$ cat config.mk
export PLATFORM = sky130hd
export DESIGN_NAME = lfsr5_rng
export DESIGN_NICKNAME = d
export VERILOG_FILES = /design/src/rtl/lfsr5_pkg.sv /design/src/rtl/lfsr5_next.sv /design/src/rtl/lfsr5_rng.sv
export SDC_FILE = /design/constraint.sdc
export NUM_CORES = 1
export LEC_CHECK = 0
export BUFFER_PORTS_ARGS = -buffer_cell sky130_fd_sc_hd__buf_2
export CAP_MARGIN = 30
export CORE_AREA = 2 2 39 41
export DETAILED_ROUTE_END_ITERATION = 8
export DIE_AREA = 0 0 41 43
export HOLD_SLACK_MARGIN = 0.03
export PLACE_DENSITY = 0.47
export SETUP_SLACK_MARGIN = 0.4
export SLEW_MARGIN = 10
export SYNTH_ARGS = -nofsm -noshare
export SYNTH_HDL_FRONTEND = slang
export SYNTH_HIERARCHICAL = 1
export SYNTH_SLANG_ARGS = --single-unit
export TNS_END_PERCENT = 10
$ cat constraint.sdc
create_clock -name clk -period 2.62 [get_ports clk]
set_clock_uncertainty 0.1 [all_clocks]
set_input_delay 0.524 -clock clk [delete_from_list [all_inputs] [get_ports clk]]
set_output_delay 0.524 -clock clk [all_outputs]
set_load 0.005 [all_outputs]
$ cat src/rtl/lfsr5_pkg.sv
// Shared types, constants and step function for the 5-bit LFSR random source.
package lfsr5_pkg;

   localparam int LFSR5_W = 5;

   typedef logic [LFSR5_W-1:0] lfsr5_t;

   localparam lfsr5_t LFSR5_DEFAULT_SEED = 5'h01;

   // Fibonacci step for x^5+x^3+1: shift left, feedback = s[4] ^ s[1].
   function automatic lfsr5_t lfsr5_step(input lfsr5_t s);
      return {s[3:0], s[4] ^ s[1]};
   endfunction

   // Zero is the lockup state, so it can never be a valid seed.
   function automatic lfsr5_t lfsr5_sanitize_seed(input lfsr5_t seed);
      return (seed == '0) ? LFSR5_DEFAULT_SEED : seed;
   endfunction

endpackage

$ cat src/rtl/lfsr5_next.sv
// Combinational next-state for the 5-bit LFSR; usable for look-ahead as well.
module lfsr5_next
   import lfsr5_pkg::*;
(
   input  lfsr5_t s,
   output lfsr5_t s_next
);

   assign s_next = lfsr5_step(s);

endmodule

$ cat src/rtl/lfsr5_rng.sv
// 5-bit maximal-length LFSR random source (period 31) with load and hold.
// Optional lockup recovery from the all-zero state: define LFSR5_LOCKUP_RECOVER_EN.
module lfsr5_rng
   import lfsr5_pkg::*;
#(
   parameter lfsr5_t SEED = LFSR5_DEFAULT_SEED
)(
   input  logic                clk,
   input  logic                reset,
   input  logic                en,
   input  logic                load,
   input  logic [LFSR5_W-1:0]  load_val,
   output logic [LFSR5_W-1:0]  data,
   output logic                wrap
);

   localparam lfsr5_t SEED_EFF = lfsr5_sanitize_seed(SEED);

   lfsr5_t s;
   lfsr5_t s_next;
   lfsr5_t load_eff;
   logic   lockup;

   lfsr5_next u_next (
      .s      (s),
      .s_next (s_next)
   );

`ifdef LFSR5_LOCKUP_RECOVER_EN
   assign load_eff = (load_val == '0) ? SEED_EFF : load_val;
   assign lockup   = (s == '0);
`else
   assign load_eff = load_val;
   assign lockup   = 1'b0;
`endif

   // Priority: reset > load > lockup recovery > step > hold.
   always_ff @(posedge clk) begin
      if (reset) begin
         s <= SEED_EFF;
      end else if (load) begin
         s <= load_eff;
      end else if (lockup) begin
         s <= SEED_EFF;
      end else if (en) begin
         s <= s_next;
      end
   end

   assign data = s;
   assign wrap = (s == SEED_EFF);

endmodule

# --- Yosys cells after proc, flatten, opt, wreduce, memory -nomap -nowiden ---
# Cells that the tools add are included.
word_totals:
  reg_bits: 5
  input_bits: 9
  output_inout_bits: 6
  wordCells: 6
classes:
  eq_ne: 1
  mux: 2
  n_bitwise: 1
  n_reduce_logical: 1
ops:
  columns: ["op", "n"]
  rows:
  - ["5-bit 2-to-1 mux", 2]
  - ["5-bit by 1-bit equality test with 1-bit output (second input constant)", 1]
  - ["2-bit nonzero test", 1]
  - ["1-bit XOR", 1]

# --- Longest topological paths before layout ---
logic_depth:
  word_depth: 3
  depth_mapped: 3
  ltp_nobuf: 3

# --- Modules after synthesis ---
# The synthesis kept the hierarchy.
modules_own_cells:
  columns: ["module", "instances", "cells_per_inst", "area_per_inst_um2", "seq_area_each_um2"]
  rows:
  - ["lfsr5_rng", 1, 25, 249.0, 100.1]
  - ["lfsr5_next", 1, 5, 38.8, 0.0]

# --- Least setup slack after synthesis ---
# OpenSTA, ideal clock, no wires.
synth_path:
  path_type: "register to output"
  start: "register s[1] (netlist: data[1])"
  end: "output wrap"
  arrival_ns: 0.727
  required_time_ns: 1.996
  slack_ns: 1.269
  stages_incl_launch_ff: 3
  n_path_buf: 0
  cell_sequence: "dfxtp_1 -> nor4_1 -> and2_1"
synth_between:
  elab_chain_cells: 1
synth_lines:
  columns: ["element", "line", "text"]
  rows:
  - ["from (decl)", "lfsr5_rng.sv:19", "lfsr5_t s;"]
  - ["from (signal assigned)", "lfsr5_rng.sv:42", "s <= load_eff;"]
  - ["from (signal assigned)", "lfsr5_rng.sv:46", "s <= s_next;"]
  - ["5-bit by 1-bit equality test with 1-bit output", "lfsr5_rng.sv:51", "assign wrap = (s == SEED_EFF);"]
  - ["to (decl)", "lfsr5_rng.sv:14", "output logic wrap"]
# Every way passes these cells.

# --- Worst setup path after layout ---
# Ends and elaborated chain as after synthesis.

==> impl_metrics.tcl <==
set metrics [dict create \
    yosys_most_used_dff "dfxtp_1" \
    synth_nets 39 \
    n_antenna_cell 0 \
    cap_violations 0 \
    fp-row-count 14 \
    synthArstFlopShare_pct 0 \
    tightest_slew_ps 200 \
    drc_errors 0 \
    whs_endpoint "data[1]$_SDFFE_PP0P_" \
    fmax_mhz 582 \
    cts_resized 0 \
    die_h_um 43 \
    clock_sinks 5 \
    place_area_um2 337 \
    gr-usage-all-layers_pct 8.33 \
    grt_pass1_vias 242 \
    cts_inserted_buffers 3 \
    fin_crit_ps 1720 \
    antenna_found_initial 0 \
    ys_ff_latch 5 \
    whs_ps 427 \
    top_layer "met3" \
    path_max_fanout 5 \
    met3_length_um 64 \
    hold_violations 0 \
    dr.first_iter.drc_count 3 \
    crit_arrival_ps 1090 \
    portBuffers 14 \
    totalWireLength_um 554 \
    cp-end-kind "output pin" \
    critPathRequiredTime_ps 2000 \
    root_buffer "clkbuf_4" \
    synth_warnings 6 \
    clockBufferDepth 2 \
    grt_max_degree 8 \
    rsz0062_at_grt "no" \
    synthCells 30 \
    yosysTopAreaCellShare_pct 34.8 \
    ys_types 13 \
    grt_pass1_wl_um 931 \
    area_delta_synth_final_pct 26.1 \
    synth_top_cell_by_area "dfxtp_1" \
    largest_register_ffs 5 \
    hold_class "primary input to flop" \
    netlist_area_um2 288 \
    die_w_um 41 \
    cts_tree "done" \
    n_fill_cell 158 \
    vdd_drop_max_mv 0.115 \
    period_share_pct 65.6 \
    min_path_cells 2 \
    maxSlewViolCount 0 \
    start_util_pct 20.8 \
    io_pins 15 \
    ys_top_cells_by_area "dfxtp_1, mux2i_1, a211oi_1, buf_4, nor2b_1" \
    overflow 0 \
    postCtsSetupBuffers 0 \
    crit-reg2reg-capture "data[0]$_SDFFE_PP1P_" \
    place_congestion 0.705 \
    setup_viol 0 \
    clk_pin_slew_ps 40 \
    worst_skew_pair.late_latency_ps 240 \
    synth_common_cells "dfxtp_1, mux2i_1, a211oi_1, buf_4, nor2b_1" \
    htreeDepth 1 \
    max_slew_margin_pct 86.6 \
    synth_edf_count 0 \
    finalInstanceArea_um2 363 \
    met1_length_um 270 \
    placeableCoreArea_um2 1380 \
    drt_pass1_iterations 3 \
    dieArea_um2 1760 \
    r2r_cells 3 \
    min_from "reset" \
    p_leak_nw 0.177 \
    status "complete, no violations" \
    num_vias 238 \
    crit_type "flop to output pin" \
    antenna_left 0 \
    routedWlPerCell_um 9.39 \
    power.total_uw 213 \
    yosysSeqAreaShare_pct 34.8 \
    layout-drive-gt1-share_pct 39.5 \
    nets 53 \
    cts_hold_buf 0 \
    p_per_area_nw_per_um2 587 \
    reg2reg_slack_ps 1660 \
    vias_per_cell 4.03 \
    reg2reg_from "data[1]$_SDFFE_PP0P_" \
    setup_tns_ps 0 \
    syn_area_per_cell_um2 9.59 \
    start_kind "flop" \
    wl_met2_um 219 \
]
cells by family after synthesis:
| group | after synthesis | synth area share (%) |
|---|---|---|
| buf+inv | 6 | 15.7 |
| compound gates | 5 | 12.2 |
| flops | 5 | 34.8 |
| mux | 5 | 17.4 |
| xor+xnor | 1 | 3.04 |
| simple gates | 8 | 17.0 |
worst max-delay path: stages, from the launching register on:
cell and delay, ps:
dfxtp_1 340, nor4_1 260, and2_1 150, buf_2 100
placed cells by master (no fill, tap or decap), drive strengths merged:
cell    instances
a21oi           1
nor3b           1
a211oi          4
nor4            1
clkbuf          4
buf            14
inv             1
xor2            1
and2            1
nor2            1
dfxtp           5
mux2i           5
nor2b           4
power by group:
part | total (mW) | leakage [nW] | switching [mW] | internal, mW
logic | 0.0367 | 0.120 | 0.0162 | 0.0205
clock network | 0.0876 | 0.0150 | 0.0301 | 0.0575
registers | 0.0886 | 0.0417 | 0.00602 | 0.0826
layer usage:
metal,global-route usage [%],up-vias
met5,0,-
met4,8.00,0
met2,8.75,12
li1,-,129
met3,4.71,0
met1,10.9,97
metrics by stage:
stage	setup WS, ps	util [%]	std cells
final	902	26.2	59
after global routing	801	26.2	59
after CTS	886	26.2	59
after detailed placement	1160	24.3	55
after global placement	1190	24.3	55
after floorplan	1270	-	30
final cells by class:
cell class / instances / area (µm²) / area share (%)
Inverter: 1 / 3.75 / 1.03
Sequential cell: 5 / 100 / 27.6
Timing Repair Buffer: 14 / 70.1 / 19.3
Multi-Input combinational cell: 19 / 143 / 39.3
Tap cell: 16 / 20.0 / 5.52
Clock buffer: 4 / 26.3 / 7.24
worst max path at each step:
stage / startpoint / end / slack [ps] / cells after the start
global route: data[1]$_SDFFE_PP0P_ / wrap / 800 / 3
finish: data[1]$_SDFFE_PP0P_ / wrap / 900 / 3
global placement: data[1]$_SDFFE_PP0P_ / wrap / 1190 / 3
detailed placement: data[1]$_SDFFE_PP0P_ / wrap / 1160 / 3
floorplan: data[1]$_SDFFE_PP0P_ / wrap / 1270 / 2
CTS: data[1]$_SDFFE_PP0P_ / wrap / 890 / 3
No activity file was read; power rests on OpenSTA's default activity.
